==> config.mk <==
export PLATFORM = sky130hd
export DESIGN_NAME = mem_port_arbiter_flat
export DESIGN_NICKNAME = d
export VERILOG_FILES = /design/src/rtl/mem_port_arbiter_if.sv /design/src/rtl/mem_port_arbiter.sv /design/src/flat_wrapper.sv
export SDC_FILE = /design/constraint.sdc
export NUM_CORES = 1
export LEC_CHECK = 0
export ABC_AREA = 1
export CAP_MARGIN = 0
export CORE_UTILIZATION = 41
export CTS_CLUSTER_SIZE = 10
export DETAILED_ROUTE_END_ITERATION = 10
export GPL_TIMING_DRIVEN = 1
export MAX_ROUTING_LAYER = met4
export PLACE_DENSITY_LB_ADDON = 0.3
export RECOVER_POWER = 25
export REMOVE_ABC_BUFFERS = 1
export SYNTH_ARGS = -nofsm -noshare
export SYNTH_HDL_FRONTEND = slang
export SYNTH_SLANG_ARGS = --single-unit
==> constraint.sdc <==
create_clock -name clk -period 2.6 [get_ports clk]
set_clock_uncertainty 0.05 [all_clocks]
set_input_delay 0.26 -clock clk [delete_from_list [all_inputs] [get_ports clk]]
set_output_delay 0.26 -clock clk [all_outputs]
set_load 0.05 [all_outputs]
==> src/rtl/mem_port_arbiter_if.sv <==
// Bundle of pipeline-side request/response signals and memory-side strobes
// shared by the unified-memory arbiter and its clients.
interface mem_port_arbiter_if #(
  parameter int WORD_W = 16,
  parameter int ADDR_W = 16
);
  logic              halt;
  logic              i_req;
  logic [ADDR_W-1:0] i_addr;
  logic [WORD_W-1:0] i_data;
  logic              i_valid;
  logic              d_req;
  logic              d_we;
  logic [ADDR_W-1:0] d_addr;
  logic [WORD_W-1:0] d_wdata;
  logic [WORD_W-1:0] d_rdata;
  logic              d_valid;
  logic              stall_if;
  logic              stall_mem;
  logic              mem_read;
  logic              mem_write;
  logic [ADDR_W-1:0] mem_addr;
  logic [WORD_W-1:0] mem_wdata;
  logic [WORD_W-1:0] mem_data;

  modport slave (
    input  halt, i_req, i_addr, d_req, d_we, d_addr, d_wdata, mem_data,
    output i_data, i_valid, d_rdata, d_valid, stall_if, stall_mem,
           mem_read, mem_write, mem_addr, mem_wdata
  );

  modport master (
    output halt, i_req, i_addr, d_req, d_we, d_addr, d_wdata, mem_data,
    input  i_data, i_valid, d_rdata, d_valid, stall_if, stall_mem,
           mem_read, mem_write, mem_addr, mem_wdata
  );
endinterface

==> src/rtl/mem_port_arbiter.sv <==
// Serialises IF fetches and MEM loads/stores onto one fixed-latency memory.
// Define MEM_ARB_RR_EN for round-robin tie-breaking; default is fixed D-over-I.
module mem_port_arbiter #(
  parameter int WORD_W  = 16,
  parameter int ADDR_W  = 16,
  parameter int LATENCY = 2
) (
  input logic clk,
  input logic rst,
  mem_port_arbiter_if.slave bus
);

  localparam int CNT_W = $clog2(LATENCY + 1);
  localparam logic [CNT_W-1:0] CNT_LOAD = CNT_W'(LATENCY);
  localparam logic [CNT_W-1:0] CNT_ONE  = CNT_W'(1);

  localparam logic [1:0] S_IDLE   = 2'd0;
  localparam logic [1:0] S_BUSY_I = 2'd1;
  localparam logic [1:0] S_BUSY_D = 2'd2;

  logic [1:0]        r_state;
  logic [CNT_W-1:0]  r_cnt;
  logic [ADDR_W-1:0] r_addr;
  logic              r_we;
  logic [WORD_W-1:0] r_wdata;
  logic [WORD_W-1:0] r_i_data;
  logic [WORD_W-1:0] r_d_rdata;
  logic              r_i_valid;
  logic              r_d_valid;

  logic w_accept;
  logic w_grant_d;
  logic w_busy_i;
  logic w_busy_d;
  logic w_last;

  assign w_accept = (r_state == S_IDLE) & ~bus.halt & (bus.i_req | bus.d_req);
  assign w_busy_i = (r_state == S_BUSY_I);
  assign w_busy_d = (r_state == S_BUSY_D);
  assign w_last   = (r_cnt == CNT_ONE);

`ifdef MEM_ARB_RR_EN
  // 0 = I, 1 = D; on a tie the port that did not win last time goes first
  logic r_last_grant;

  assign w_grant_d = bus.d_req & (~bus.i_req | ~r_last_grant);

  always_ff @(posedge clk or posedge rst) begin
    if (rst) begin
      r_last_grant <= 1'b0;
    end else if (w_accept) begin
      r_last_grant <= w_grant_d;
    end
  end
`else
  assign w_grant_d = bus.d_req;
`endif

  always_ff @(posedge clk or posedge rst) begin
    if (rst) begin
      r_state   <= S_IDLE;
      r_cnt     <= '0;
      r_addr    <= '0;
      r_we      <= 1'b0;
      r_wdata   <= '0;
      r_i_data  <= '0;
      r_d_rdata <= '0;
      r_i_valid <= 1'b0;
      r_d_valid <= 1'b0;
    end else begin
      r_i_valid <= 1'b0;
      r_d_valid <= 1'b0;
      case (r_state)
        S_IDLE: begin
          if (w_accept) begin
            r_cnt <= CNT_LOAD;
            if (w_grant_d) begin
              r_state <= S_BUSY_D;
              r_addr  <= bus.d_addr;
              r_we    <= bus.d_we;
              r_wdata <= bus.d_wdata;
            end else begin
              r_state <= S_BUSY_I;
              r_addr  <= bus.i_addr;
              r_we    <= 1'b0;
            end
          end
        end
        S_BUSY_I, S_BUSY_D: begin
          r_cnt <= r_cnt - CNT_ONE;
          if (w_last) begin
            r_state <= S_IDLE;
            if (w_busy_i) begin
              r_i_data  <= bus.mem_data;
              r_i_valid <= 1'b1;
            end else begin
              // stores complete with a pulse but leave the load register intact
              if (!r_we) begin
                r_d_rdata <= bus.mem_data;
              end
              r_d_valid <= 1'b1;
            end
          end
        end
        default: begin
          r_state <= S_IDLE;
          r_cnt   <= '0;
        end
      endcase
    end
  end

  assign bus.mem_read  = w_busy_i | (w_busy_d & ~r_we);
  assign bus.mem_write = w_busy_d & r_we;
  assign bus.mem_addr  = r_addr;
  assign bus.mem_wdata = r_wdata;
  assign bus.i_data    = r_i_data;
  assign bus.i_valid   = r_i_valid;
  assign bus.d_rdata   = r_d_rdata;
  assign bus.d_valid   = r_d_valid;
  assign bus.stall_if  = bus.i_req & ~r_i_valid;
  assign bus.stall_mem = bus.d_req & ~r_d_valid;

endmodule

==> src/flat_wrapper.sv <==
// flat-port wrapper written by rule: the top's interface ports become plain ports
module mem_port_arbiter_flat 
#(
  parameter int WORD_W  = 16,
  parameter int ADDR_W  = 16,
  parameter int LATENCY = 2
)
  (clk, rst, bus_halt, bus_i_req, bus_i_addr, bus_d_req, bus_d_we, bus_d_addr, bus_d_wdata, bus_mem_data, bus_i_data, bus_i_valid, bus_d_rdata, bus_d_valid, bus_stall_if, bus_stall_mem, bus_mem_read, bus_mem_write, bus_mem_addr, bus_mem_wdata);
  mem_port_arbiter_if #(.WORD_W(WORD_W), .ADDR_W(ADDR_W)) bus_i ();
  input logic clk;
  input logic rst;
  input wire logic [$bits(bus_i.halt)-1:0] bus_halt;
  input wire logic [$bits(bus_i.i_req)-1:0] bus_i_req;
  input wire logic [$bits(bus_i.i_addr)-1:0] bus_i_addr;
  input wire logic [$bits(bus_i.d_req)-1:0] bus_d_req;
  input wire logic [$bits(bus_i.d_we)-1:0] bus_d_we;
  input wire logic [$bits(bus_i.d_addr)-1:0] bus_d_addr;
  input wire logic [$bits(bus_i.d_wdata)-1:0] bus_d_wdata;
  input wire logic [$bits(bus_i.mem_data)-1:0] bus_mem_data;
  output wire logic [$bits(bus_i.i_data)-1:0] bus_i_data;
  output wire logic [$bits(bus_i.i_valid)-1:0] bus_i_valid;
  output wire logic [$bits(bus_i.d_rdata)-1:0] bus_d_rdata;
  output wire logic [$bits(bus_i.d_valid)-1:0] bus_d_valid;
  output wire logic [$bits(bus_i.stall_if)-1:0] bus_stall_if;
  output wire logic [$bits(bus_i.stall_mem)-1:0] bus_stall_mem;
  output wire logic [$bits(bus_i.mem_read)-1:0] bus_mem_read;
  output wire logic [$bits(bus_i.mem_write)-1:0] bus_mem_write;
  output wire logic [$bits(bus_i.mem_addr)-1:0] bus_mem_addr;
  output wire logic [$bits(bus_i.mem_wdata)-1:0] bus_mem_wdata;
  assign bus_i.halt = bus_halt;
  assign bus_i.i_req = bus_i_req;
  assign bus_i.i_addr = bus_i_addr;
  assign bus_i.d_req = bus_d_req;
  assign bus_i.d_we = bus_d_we;
  assign bus_i.d_addr = bus_d_addr;
  assign bus_i.d_wdata = bus_d_wdata;
  assign bus_i.mem_data = bus_mem_data;
  assign bus_i_data = bus_i.i_data;
  assign bus_i_valid = bus_i.i_valid;
  assign bus_d_rdata = bus_i.d_rdata;
  assign bus_d_valid = bus_i.d_valid;
  assign bus_stall_if = bus_i.stall_if;
  assign bus_stall_mem = bus_i.stall_mem;
  assign bus_mem_read = bus_i.mem_read;
  assign bus_mem_write = bus_i.mem_write;
  assign bus_mem_addr = bus_i.mem_addr;
  assign bus_mem_wdata = bus_i.mem_wdata;
  mem_port_arbiter #(.WORD_W(WORD_W), .ADDR_W(ADDR_W), .LATENCY(LATENCY)) u_core (.clk(clk), .rst(rst), .bus(bus_i));
endmodule
[After elaboration in Yosys (flattened, before gate mapping)]
Index checks and enable logic that the tools add are counted.
Widths: inputs -> output; s select.
Storage, ports and cells
  flip-flop bits (word level): 71
  input port bits: 70
  output and inout port bits: 70
  word-level logic and storage cells: 49
Operators by class
  add/sub/neg operators: 1
  equality and inequality tests: 5
  muxes and demuxes: 14
  bitwise gates (word level): 13
  reduce and logical (&&, ||, !) cells: 7
Operator list (number)
  $mux 16: 1
  $mux 2: 4
  $pmux 2 s2: 2
  $mux 1: 7
  $and 1x1->1: 6
  $reduce_and 3->1: 2
  $not 1->1: 5
  $eq 2x1->1 const B: 2
  $ne 2x1->1 const B: 2
  $reduce_and 2->1: 2
  $reduce_and 4->1: 1
  $eq 2x2->1 const B: 1
  $logic_not 2->1: 1
  $or 1x1->1: 2
  $reduce_or 2->1: 1
  $sub 2x1->2 const B: 1

[Depth between registers and ports, before layout]
Gate-level depths: netlist (run 1).
  depth after elaboration: 5
  depth in mapped cells: 7
  gate-level depth less buffers: 7

[Least setup slack after synthesis (run 1)]
No wires, ideal clock.
  path type: register to output
  from: register u_core.r_i_valid, in the netlist u_core.bus.i_valid
  to: output bus_stall_if
  arrival: 1.280 ns
  data required time: 2.290 ns
  setup slack: 1.010 ns
  cell stages (with the launch flop): 2
  path through: dfrtp_1 > nor2_1
On the way
  cells in the longest elaborated chain, start to end: 2
Ends and longest elaborated chain
  start: declaration: line mem_port_arbiter.sv:28  | logic r_i_valid;
  start signal: assignment: line mem_port_arbiter.sv:68  | r_i_valid <= 1'b0;
  start signal: assignment: line mem_port_arbiter.sv:71  | r_i_valid <= 1'b0;
  start signal: assignment: line mem_port_arbiter.sv:95  | r_i_valid <= 1'b1;
  $not 1->1: line mem_port_arbiter.sv:121  | assign bus.stall_if = bus.i_req & ~r_i_valid;
  $and 1x1->1: line mem_port_arbiter.sv:121
  end: declaration: line flat_wrapper.sv:24  | output wire logic [$bits(bus_i.stall_if)-1:0] bus_stall_if;
Every way passes these cells.

[Worst setup path after layout (run 1)]
  from: register u_core.r_state[0]
  to: output bus_mem_read
On the way
  cells in the longest elaborated chain, start to end: 3
  elaborated cells between the ends (all ways): 4
  those cells by class: 2 x eq/ne; 2 x bitwise
Ends and longest elaborated chain
  start: declaration: line mem_port_arbiter.sv:21  | logic [1:0] r_state;
  start signal: assignment: line mem_port_arbiter.sv:61  | r_state <= S_IDLE;
  start signal: assignment: line mem_port_arbiter.sv:78  | r_state <= S_BUSY_D;
  start signal: assignment: line mem_port_arbiter.sv:83  | r_state <= S_BUSY_I;
  $eq 2x2->1: line mem_port_arbiter.sv:39  | assign w_busy_d = (r_state == S_BUSY_D);
  $and 1x1->1: line mem_port_arbiter.sv:113  | assign bus.mem_read = w_busy_i | (w_busy_d & ~r_we);
  $or 1x1->1 (*): line mem_port_arbiter.sv:113
  end: declaration: line flat_wrapper.sv:26  | output wire logic [$bits(bus_i.mem_read)-1:0] bus_mem_read;
Mark *: on every way between the ends. The rest lies on a longest branch, timed or not.

==> results.txt, run 1 <==
post-synth cell types -> 21
Post-Route Setup TNS -> 0 ns
P_int -> 3324 uW
Core ar. -> 7214 sq um
Vias -> 2,684
Period minus WS final -> 2.285 ns
unrepaired setup endpoints after global routing -> no
first-pass GRT wire length -> 11,630 um
worst hold path type -> primary input to flip-flop
routed wire length -> 7350 um
Crit Path Max Fanout -> 5
layout cell share with drive strength beyond 1 -> 9.053%
post-DP HPWL -> 5180 um
Crit path required time -> 2.29 ns
chip width -> 88.10 um
multiplexer share of the synthesized area -> 0%
worst path arrival time -> 1.97 ns
failing checks -> max-capacitance violations, max-slew violations
Initial Utilization -> 42.13%
EDFF count, synth -> 0
initial antenna violation count -> 0
Commonest cells post-synth -> 78 x nand2_1, 71 x dfrtp_1, 62 x o21ai_0
Inserted Diodes -> 0
top cells by area, synth -> dfrtp_1 58%, o21ai_0 10%, nand2_1 9.6%, inv_1 5.4%, o211ai_1 4.0%
number of DRC markers in iteration 0 -> 172
Slowest cell on crit path -> clkdlybuf4s50_1
Finished Core Util -> 65.37%
total gr overflow -> 0
Core Rows -> 31
fill cell count -> 619
Clk Tree Root Cell -> clkbuf_8
Placer Congestion -> 0.7584
most numerous cell in the Yosys netlist -> nand2_1
# setup viols final -> 0
Post-Place Cell Area -> 4542 sq um
worst stage delay on the critical path -> 0.83 ns
drt pass-1 iters -> 5
Final Max Slew Viols -> 72
CP Class -> flip-flop to output port
crit share post-route -> 87.87%
outcome -> complete, but fails checks
post-synthesis instance area -> 3039 sq um
Worst-Skew Late Latency -> 0.33 ns
CTS Buf Count -> 9
Syn Inst Count -> 330
Longest Clk Path Bufs -> 2
leakage -> 0.002235 uW
ys async rst share -> 100.0%
slew margin rel. -> -16.97%
WP buf/inv -> 2
Sw Share -> 49.68%
DRT antenna net count -> 0
die area -> 7761 sq um
setup bufs post-CTS -> 0
Yosys reg bits -> 71
sequential share of the synthesized area -> 58.46%
nets -> 546
Post-Synth Simple-Gate Area -> 15.60%
CP Capture Type -> output port
PD cells -> 1401 nW/um^2
commonest register cell after synthesis -> dfrtp_1
Slew @ Worst Pin -> 1.755 ns
clock sink count -> 71
Clk network pwr share -> 12.8%
largest area contributor in the netlist -> dfrtp_1
CP Launch Type -> flip-flop
largest net degree at the start of global routing -> 72
max capacitance violation total -> 1
Hold Vio Cnt, Final -> 0
Post-route DRC -> 0
Yosys top cell area share -> 58.46%
Sequential Power Share -> 28.8%
Avg Cell Area, Syn -> 9.210 sq um
xor/xnor share of the synthesized area -> 0%
CP delay by family, top -> buffers and inverters
hold buffers post-CTS -> 0
area delta synth->final -> 55.17%
P_sw -> 3282 uW
Max rail drop VDD -> 0.0008392 V
via/cell ratio -> 4.676
Die Y -> 88.10 um
# IOs -> 140
Worst-path clk slew -> 0.08 ns
f_max -> 0.4377 GHz
cell mode on critical path -> nand2_1
CP cell instances -> inv_1, ha_1, nand2_1, nand2_1, clkdlybuf4s50_1
H-tree depth -> 3
TritonCTS clock tree -> done
Hold WS -> 0.4190 ns
adder-cell share of the synthesized area -> 2.470%
Routed wire per std cell -> 12.80 um
Total GRT Usage -> 20.07%
post-cts resize count -> 0
vias in the first global route -> 2,500
compound-cell area share of the yosys netlist -> 15.40%
largest family of logic cells by synthesized area -> simple AND/OR/NAND/NOR gates
Port Buffers -> 139
Ys Warns -> 0
combinational power share -> 58.3%
cell area after layout -> 4716 sq um
## cells by family (layout without fill, tap and decap cells)
family	after synthesis	after routing
adder cells (fa/ha/maj)	6	6
AO/OA/AOI/OAI	85	85
AND/OR/NAND/NOR	107	107
buffers and inverters	61	206
flip-flops	71	71
## layer usage
| metal | GRT usage (%) | part of all wire, % | vias to the layer above |
|---|---|---|---|
| met5 | - | 0 | - |
| met4 | 8.798 | 1.9 | 0 |
| met3 | 3.959 | 6.3 | 11 |
| met2 | 31.78 | 48 | 92 |
| met1 | 25.05 | 44 | 1252 |
| li1 | - | - | 1329 |
## sequential cells by signal (all words and copies together) (netlist names)
name	flops
u_core.bus.mem_wdata	16
u_core.bus.i_valid	1
u_core.r_state	2
u_core.r_cnt	2
u_core.bus.d_rdata	16
u_core.bus.i_data	16
u_core.r_we	1
u_core.bus.mem_addr	16
u_core.bus.d_valid	1
## cells in the final DEF, fill, tap and decap left out, drive strengths merged
cell / n
o21ai: 67
a21oi: 1
inv: 45
o211ai: 16
nand3: 2
clkinvlp: 1
nand4: 3
dlygate4sd3: 1
buf: 5
bufinv: 1
dfrtp: 71
ha: 6
nor2: 7
nand2: 79
clkdlybuf4s50: 137
clkbuf: 11
or2: 16
clkinv: 5
o21bai: 1
## worst paths after layout
path / startpoint / endpoint / slack, ns / depth (start not counted)
setup / recovery: u_core.r_state[0] / bus_mem_read / 0.32 / 5
hold / removal: bus_d_wdata[7] / u_core.bus.mem_wdata[7] / 0.42 / 3
setup reg to reg: u_core.r_state[0] / u_core.bus.mem_addr[7] / 0.72 / 6
hold reg to reg: u_core.bus.d_rdata[7] / u_core.bus.d_rdata[7] / 0.44 / 2
max in group asynchronous: rst / u_core.bus.mem_addr[7] / 0.52 / 3
min in group asynchronous: rst / u_core.r_cnt[0] / 0.93 / 3
## tightest hold or removal path, cell delays in order
cell,delay [ns]
clkdlybuf4s50_1,0.40
inv_1,0.05
o21ai_1,0.06
## cell type report
class	count	area, sq um	area share [%]
flip-flops and latches	71	1777	37.68
repair buffers	144	1436	30.46
multi-input cells	198	1017	21.57
inverters	46	172.7	3.661
clock buffers	10	127.6	2.706
well taps	99	123.9	2.627
clock inverters	6	61.31	1.300
## power groups by stage
stage | combinational, uW | sequential [uW] | clock [uW]
after global routing | 4080 | 1970 | 909
after CTS | 3890 | 1910 | 870
after global placement | 3820 | 1910 | 0
after floorplan | 754 | 3650 | 0
after detailed placement | 3880 | 1920 | 0
final | 3850 | 1900 | 848
## stage by stage
step / total power [uW] / cells / setup slack (ns)
2_1_floorplan: 4403 / 315 / 0.4934
3_3_place_gp: 5725 / 558 / 0.5105
3_5_place_dp: 5797 / 558 / 0.4881
4_1_cts: 6662 / 574 / 0.2991
5_1_grt: 6964 / 574 / 0.1632
6_report: 6606 / 574 / 0.3154
Note: power is estimated with default switching activity, not from simulation.
==> run 2: changes to the inputs <==
--- a/config.mk
+++ b/config.mk
@@ -6,6 +6,7 @@
 export NUM_CORES = 1
 export LEC_CHECK = 0
 export ABC_AREA = 1
+export ABC_CLOCK_PERIOD_IN_PS = 2600
 export CAP_MARGIN = 0
 export CORE_UTILIZATION = 41
 export CTS_CLUSTER_SIZE = 10
==> results of run 2 <==
No change in the layout: final DEF, timing and power equal those of run 1.
